--- src/rtl/neuron_accumulator_if.sv ---
// neuron_accumulator_if: product beats in, group sums out, flush/busy side signals.
// The bias lane exists only when NEURON_ACCUM_BIAS_EN is defined.
interface neuron_accumulator_if #(
   parameter int NC = 4,
   parameter int WF = 4,
   parameter int WA = 6
);
   logic prod_valid, prod_ready, flush, acc_valid, acc_ready, busy;
   logic [NC*WF-1:0] prod_data;
   logic [NC*WA-1:0] acc_data;
`ifdef NEURON_ACCUM_BIAS_EN
   logic [NC*WF-1:0] bias;
`endif
   modport master (
      output prod_valid, prod_data, flush, acc_ready,
`ifdef NEURON_ACCUM_BIAS_EN
      output bias,
`endif
      input prod_ready, acc_valid, acc_data, busy
   );
   modport slave (
      input prod_valid, prod_data, flush, acc_ready,
`ifdef NEURON_ACCUM_BIAS_EN
      input bias,
`endif
      output prod_ready, acc_valid, acc_data, busy
   );
endinterface

--- src/rtl/neuron_accumulator.sv ---
// neuron_accumulator: sums NP signed product beats per channel and hands each group sum downstream.
// Optional per-channel bias with output saturation when NEURON_ACCUM_BIAS_EN is defined.
module neuron_accumulator #(
   parameter int NP = 4,
   parameter int NC = 4,
   parameter int WF = 4
) (
   input logic iCLK,
   input logic iRST,
   neuron_accumulator_if.slave bus
);
   localparam int WA = $clog2(NP) + WF;
   localparam int CW = NP > 1 ? $clog2(NP) : 1;
   typedef enum logic {ACCUM, HOLD} state_t;
   state_t state, state_nx;
   logic [CW-1:0] k;
   logic beat, last;
   logic [NC-1:0][WA-1:0] dout;
   always_ff @(posedge iCLK) state <= iRST ? ACCUM : state_nx;
   // a last beat always lands in HOLD, even when it arrives on the draining handshake
   always_comb state_nx = last ? HOLD : (state == HOLD && !bus.acc_ready) ? HOLD : ACCUM;
   always_comb begin
      bus.prod_ready = !bus.flush && (state == ACCUM || bus.acc_ready);
      bus.acc_valid = state == HOLD;
      bus.busy = state == ACCUM && k != '0;
   end
   assign beat = bus.prod_valid && bus.prod_ready;
   assign last = beat && k == CW'(NP - 1);
   assign bus.acc_data = dout;
   always_ff @(posedge iCLK)
      if (iRST || bus.flush) k <= '0;
      else if (beat) k <= last ? '0 : k + 1'b1;
   for (genvar c = 0; c < NC; c++) begin : g_ch
      logic signed [WA:0] acc, base, sum;
      logic [WA-1:0] res, out;
      logic [WF-1:0] p;
      assign p = bus.prod_data[c*WF +: WF];
`ifdef NEURON_ACCUM_BIAS_EN
      localparam logic signed [WA:0] SMAX = (WA + 1)'(2 ** (WA - 1) - 1);
      localparam logic signed [WA:0] SMIN = ~SMAX;
      logic [WF-1:0] b;
      assign b = bus.bias[c*WF +: WF];
      assign base = {{(WA + 1 - WF){b[WF-1]}}, b};
      assign res = sum > SMAX ? SMAX[WA-1:0] : sum < SMIN ? SMIN[WA-1:0] : sum[WA-1:0];
`else
      assign base = '0;
      assign res = sum[WA-1:0];
`endif
      // the first beat of a group restarts from the bias (or zero), discarding the old total
      assign sum = (k == '0 ? base : acc) + {{(WA + 1 - WF){p[WF-1]}}, p};
      assign dout[c] = out;
      always_ff @(posedge iCLK)
         if (iRST) begin
            acc <= '0;
            out <= '0;
         end else if (bus.flush) acc <= '0;
         else if (beat) begin
            acc <= sum;
            if (last) out <= res;
         end
   end
endmodule

--- src/flat_wrapper.sv ---
// flat-port wrapper written by rule: the top's interface ports become plain ports
module neuron_accumulator_flat 
#(
   parameter int NP = 4,
   parameter int NC = 4,
   parameter int WF = 4
)
  (iCLK, iRST, bus_prod_valid, bus_prod_data, bus_flush, bus_acc_ready, bus_prod_ready, bus_acc_valid, bus_acc_data, bus_busy);
  neuron_accumulator_if #(.NC(NC), .WF(WF), .WA(6)) bus_i ();
  input logic iCLK;
  input logic iRST;
  input wire logic [$bits(bus_i.prod_valid)-1:0] bus_prod_valid;
  input wire logic [$bits(bus_i.prod_data)-1:0] bus_prod_data;
  input wire logic [$bits(bus_i.flush)-1:0] bus_flush;
  input wire logic [$bits(bus_i.acc_ready)-1:0] bus_acc_ready;
  output wire logic [$bits(bus_i.prod_ready)-1:0] bus_prod_ready;
  output wire logic [$bits(bus_i.acc_valid)-1:0] bus_acc_valid;
  output wire logic [$bits(bus_i.acc_data)-1:0] bus_acc_data;
  output wire logic [$bits(bus_i.busy)-1:0] bus_busy;
  assign bus_i.prod_valid = bus_prod_valid;
  assign bus_i.prod_data = bus_prod_data;
  assign bus_i.flush = bus_flush;
  assign bus_i.acc_ready = bus_acc_ready;
  assign bus_prod_ready = bus_i.prod_ready;
  assign bus_acc_valid = bus_i.acc_valid;
  assign bus_acc_data = bus_i.acc_data;
  assign bus_busy = bus_i.busy;
  neuron_accumulator #(.NP(NP), .NC(NC), .WF(WF)) u_core (.iCLK(iCLK), .iRST(iRST), .bus(bus_i));
endmodule
--- config.mk ---
export PLATFORM = sky130hd
export DESIGN_NAME = neuron_accumulator_flat
export DESIGN_NICKNAME = d
export VERILOG_FILES = /design/src/rtl/neuron_accumulator_if.sv /design/src/rtl/neuron_accumulator.sv /design/src/flat_wrapper.sv
export SDC_FILE = /design/constraint.sdc
export NUM_CORES = 1
export LEC_CHECK = 0
export CAP_MARGIN = 10
export CORE_UTILIZATION = 50
export DETAILED_ROUTE_END_ITERATION = 7
export PLACE_DENSITY = 0.86
export SYNTH_ARGS = -nofsm -noshare
export SYNTH_HDL_FRONTEND = slang
export SYNTH_SLANG_ARGS = --single-unit
export TNS_END_PERCENT = 5
--- constraint.sdc ---
create_clock -name iCLK -period 2.8 [get_ports iCLK]
set_input_delay 0.42 -clock iCLK [delete_from_list [all_inputs] [get_ports iCLK]]
set_output_delay 0.42 -clock iCLK [all_outputs]
set_load 0.02 [all_outputs]
[Word level (Yosys, flattened, before mapping)]
Index checks and enable logic that the tools add are counted.
Cells by class
  add/sub/neg operators: 5
  equal/unequal tests: 1
  muxes and demuxes: 7
  bitwise logic cells: 2
  reduce and logical (&&, ||, !) cells: 13
Operator list (count)
  $add 7x7->7: 4
  $mux 7: 4
  $logic_and 1x1->1: 5
  $reduce_and 3->1: 1
  $add 2x1->2 const B: 1
  $eq 2x2->1 const B: 1
  $logic_not 1->1: 2
  $logic_not 2->1: 1
  $logic_or 1x1->1: 2
  $mux 1: 2
  $mux 2: 1
  $not 1->1: 2
  $reduce_bool 2->1: 1
  $reduce_or 2->1: 1
Storage, ports and cells
  flip-flop bits (word level): 55
  input port bits: 21
  output and inout bits: 27
  word-level logic and storage cells: 38

[Depth between registers and ports, before layout]
  depth in word-level cells: 6
  gate-level depth with buffers: 11
  depth with buffers taken out: 10

[Least setup slack after synthesis]
No wires, ideal clock.
  path type: reg-to-reg
  start: register u_core.k[0]
  end: register u_core.g_ch[0].out[5]
  library setup time: 0.088 ns
  data arrival time: 2.158 ns
  setup slack: 0.554 ns
  cell stages (with the launch flop): 10
  path buffers: 1
  cells stage by stage: dfxtp_1 inv_1 ha_1 clkbuf_1 nor2b_1 ha_1 a211o_1 a211oi_2 o21ai_1 a311oi_2
On the way
  word-level cells in the longest chain between the ends: 3
  elaborated cells between the ends (all ways): 6
Ends and longest elaborated chain
  from (decl): line neuron_accumulator.sv:16  | logic [CW-1:0] k;
  from (signal assigned): line neuron_accumulator.sv:32  | else if (beat) k <= last ? '0 : k + 1'b1;
  $logic_not 2->1 or $eq 2x2->1 (tied branches): line neuron_accumulator.sv:50, neuron_accumulator.sv:28
  $mux 7 or $logic_and 1x1->1 (tied branches): line neuron_accumulator.sv:50, neuron_accumulator.sv:28
  $add 7x7->7 or $reduce_and 3->1 (tied branches)
  to (signal assigned): line neuron_accumulator.sv:59  | if (last) out <= res;
  to (decl): line neuron_accumulator.sv:35  | logic [WA-1:0] res, out;
Several ways; a longest one is shown, not always the timed one.
A chain may end at the register's enable or synchronous reset.

[Worst setup path in the final report]
  start: register u_core.k[0]
  end: register u_core.g_ch[1].out[5]
On the way
  word-level cells in the longest chain between the ends: 3
  elaborated cells between the ends (all ways): 6
Ends and longest elaborated chain (line)
  $logic_not 2->1 or $eq 2x2->1 (tied branches): neuron_accumulator.sv:50, neuron_accumulator.sv:28
  $mux 7 or $logic_and 1x1->1 (tied branches): neuron_accumulator.sv:50, neuron_accumulator.sv:28
  $add 7x7->7 or $reduce_and 3->1 (tied branches)
  to (signal assigned): neuron_accumulator.sv:59
  to (decl): neuron_accumulator.sv:35
Several ways; a longest one is shown, not always the timed one.

==> metrics.md <==
| Metric | Value |
|---|---|
| Outcome | `finished, final reports clean` |
| Psw | `321 uW` |
| Die W | `76.6 um` |
| Mapped Area | `2780 um^2` |
| R2R setup slack | `0.42 ns` |
| Drt pass-1 iters | `4` |
| Post-CTS Hold Fix Bufs | `0` |
| Critical Path End Type | `flop` |
| Worst hold path cell count | `2` |
| Share of power burned in combinational logic | `0.112` |
| Seq. cell area | `1020 um^2` |
| Diode count | `0` |
| Crit path time final | `2.38 ns` |
| PortBufs | `47` |
| Largest net degree at the start of global routing | `27` |
| First-pass GRT wire length | `10,600 um` |
| Yosys warns | `0` |
| Sequential-to-total area share from yosys stat | `0.367` |
| Synth async-reset ratio | `0` |
| Fillers | `433` |
| Worst slew pin tran | `0.422 ns` |
| Lkg Pwr | `0.00131 uW` |
| Hold Crit Start | `u_core.g_ch[1].acc[0]` |
| CP peak stage delay | `0.37 ns` |
| Setup ws final | `0.421 ns` |
| Clock sink total | `51` |
| Internal power component | `998 uW` |
| Compound-Gate Fraction of Synth Area | `0.217` |
| Starting density of the core | `0.531` |
| Pre-CTS setup slack | `0.440 ns` |
| Area of the multi-input gates | `1660 um^2` |
| DRT antenna net count | `0` |
| Final Cell Area | `3420 um^2` |
| Multiplexer share of the synthesized area | `0` |
| Post-synth top flop | `dfxtp_1` |
| Post-CTS setup buffers | `0` |
| Mapped Cells | `318` |
| Routability cong. | `0.923` |
| XOR/XNOR share of the synthesized area | `0.0347` |
| Met1 usage | `0.282` |
| CP startpoint kind | `flop` |
| Worst r2r src | `u_core.k[0]` |
| Grt met2 use | `0.385` |
| CTS tree | `done` |
| Synth Area in Simple Gates | `0.217` |
| I/O Pins | `48` |
| Via density | `5.48` |
| Fraction of layout cells with a size suffix above 1 | `0.0926` |
| Syn Area/Cell | `8.74 um^2` |
| Final nets | `414` |
| Syn_nets | `365` |
| HPWL after detailed placement | `4460 um` |
| Worst-path fanout max | `13` |
| Via count | `2,394` |
| Post-Synth Adder-Cell Area | `0.128` |
| EDFF count, synth | `0` |
| CTS Root Cell | `clkbuf_8` |
| Clock Pin Slew Worst Setup and Hold Paths | `0.09 ns` |
| Sw Share | `0.243` |
| CTS Buf Count | `5` |
| Top Usage Layer GRT | `met2` |
| Final hold viol count | `0` |
| Vias in the first global route | `2,348` |
| Yosys cell types | `40` |
| Clk Latency, worst-skew pair | `0.30 ns` |
| Worst Hold Endpoint | `u_core.g_ch[1].acc[0]` |
| IR drop worst, VDD | `312 uV` |
| FMAX | `420 MHz` |
| Final Util | `0.654` |
| Global route overflow | `0` |
| CTS H-tree lvls | `2` |
| Total power | `1320 uW` |
| Number of gates resized after cts | `0` |
| Slew headroom | `0.718` |
| Fin. max-slew vios | `0` |
| M3 GR Usage | `0.0395` |
| WL per Instance | `14.1 um` |
| Initial antenna violation count | `0` |
| CP required | `3.03 ns` |
| Clock Power Share | `0.327` |
| Critical path's slowest cell | `dfxtp_1` |
| Layout area overhead | `23.2%` |
| Row count | `26` |
| Final Cycle Share | `0.850` |
| Final Skew | `0.00646 ns` |
| CP Cell Sequence | `inv_1 -> ha_1 -> buf_4 -> nor2b_1 -> ha_1 -> a211o_1 -> a211oi_2 -> o21ai_0 -> a311oi_2` |
| Seq cells post-synth | `51` |
| Most frequent CP cell | `ha_1` |
| Cell Pwr Density | `385 nW/um^2` |
| Buffer depth of the longest clock path | `2` |
| R2R depth | `9` |
| Die area | `5860 um^2` |
| Detailed Route WL | `6160 um` |
| RSZ-0062 raised after global routing | `false` |
| Sequential share of power | `0.560` |
| Post-place instance area | `3340 um^2` |
| Total GRT Usage | `0.224` |
| Setup_tns | `0 ns` |
| # setup viols final | `0` |
| R2r endpoint | `u_core.g_ch[1].out[5]` |
| Hold crit path type | `flop to flop` |
| WS Path Type | `flop to flop` |
| Main combinational cell family by area after synthesis | `compound AO/OA/AOI/OAI gates` |
| Die Height | `76.6 um` |
| Max_cap viols | `0` |
| DRC Markers | `0` |
| Initial DRC Count | `125` |
| Critical Path AT | `2.61 ns` |
| Core area | `5240 um^2` |
logic make-up (layout without fill, tap and decap cells):
kind of cell               Yosys count  count (layout)
xor gates and xnor gates            11              11
DFF                                 51              51
buffers and inverters               22              71
adders and majority gates           26              26
and+or+nand+nor                    121             121
AOI/OAI and AO/OA                   87              87
how the worst max path moves through the flow:
stage | from | end | slack (ns) | depth (start not counted)
2_1_floorplan | u_core.k[0] | u_core.g_ch[0].out[5] | 0.55 | 9
6_report | u_core.k[0] | u_core.g_ch[1].out[5] | 0.42 | 9
3_5_place_dp | u_core.k[0] | u_core.g_ch[1].out[5] | 0.44 | 9
5_1_grt | u_core.k[0] | u_core.g_ch[1].out[5] | 0.20 | 9
4_1_cts | u_core.k[0] | u_core.g_ch[1].out[5] | 0.41 | 9
3_3_place_gp | bus_prod_data[0] | u_core.g_ch[0].acc[4] | 0.52 | 7
power groups by stage:
| stage | sequential (uW) | combinational (uW) | clock [uW] |
|---|---|---|---|
| final | 739 | 148 | 431 |
| after global routing | 740 | 164 | 473 |
| after CTS | 739 | 148 | 450 |
| after detailed placement | 756 | 147 | 0 |
| after global placement | 755 | 144 | 0 |
| after floorplan | 754 | 86.0 | 0 |
synthesized netlist by cell type (2+ instances only):
library cell   n  area, um^2
or3_4          2        22.5
o21a_2         3        26.3
clkbuf_1       6        22.5
a211o_1        7        61.3
o31ai_1        2        15.0
a211oi_1       8        60.1
inv_1          7        26.3
nand3_1       13        65.1
nand2b_1       6        37.5
buf_2          7        35.0
nor2b_1       20         125
dfxtp_1       51        1020
nand3b_1       4        30.0
nand2_1       48         180
a211oi_2       4        50.1
or3_1          3        18.8
a21oi_1       30         150
nor2_1        18        67.6
a21o_1         6        45.0
xnor2_1        8        70.1
ha_1          22         275
a31oi_1        4        25.0
a311oi_2       4        60.1
o21ai_0       14        70.1
xor2_1         3        26.3
fa_1           4        80.1
final cells by class:
cell class / instances / area share
Tap cell: 70 / 0.0256
Sequential cell: 51 / 0.298
Inverter: 7 / 0.00768
Timing Repair Buffer: 57 / 0.159
Clock buffer: 6 / 0.0241
Clock inverter: 1 / 0.00146
Multi-Input combinational cell: 245 / 0.484
stage by stage:
step                cells  hold slack [ns]
floorplan             318            0.432
global placement      430            0.438
detailed placement    430            0.442
CTS                   437            0.455
global route          437            0.480
finish                437            0.454
flip-flops by register name, indices dropped and copies added, names as in the netlist:
| signal | cells |
|---|---|
| u_core.g_ch.acc | 24 |
| u_core.g_ch.out | 24 |
| u_core.k | 2 |
| u_core.bus.acc_valid | 1 |
routing by layer:
metal  routed length (um)  part of all wire
met1                 2700              0.44
met2                 3040              0.49
met3                  374             0.061
met4                   44            0.0071
met5                    0                 0
cell usage in the layout (no fill, tap or decap), types with 2 or more instances in the layout:
| master | count |
|---|---|
| a211o_1 | 7 |
| a211oi_1 | 8 |
| a211oi_2 | 4 |
| a21o_1 | 6 |
| a21oi_1 | 30 |
| a311oi_2 | 4 |
| a31oi_1 | 4 |
| buf_4 | 10 |
| clkbuf_8 | 6 |
| clkdlybuf4s50_1 | 47 |
| dfxtp_1 | 51 |
| fa_1 | 4 |
| ha_1 | 22 |
| inv_1 | 7 |
| nand2_1 | 48 |
| nand2b_1 | 6 |
| nand3_1 | 13 |
| nand3b_1 | 4 |
| nor2_1 | 18 |
| nor2b_1 | 20 |
| o21a_2 | 3 |
| o21ai_0 | 14 |
| o31ai_1 | 2 |
| or3_1 | 3 |
| or3_4 | 2 |
| xnor2_1 | 8 |
| xor2_1 | 3 |
critical path, delay by kind of cell, from the launching register on:
family,cells,cell delay (ns)
AOI/OAI and AO/OA,4,0.96
adders and majority gates,2,0.50
buffers and inverters,2,0.25
DFF,1,0.37
and+or+nand+nor,1,0.23
Power figures use the tool's default switching activity.
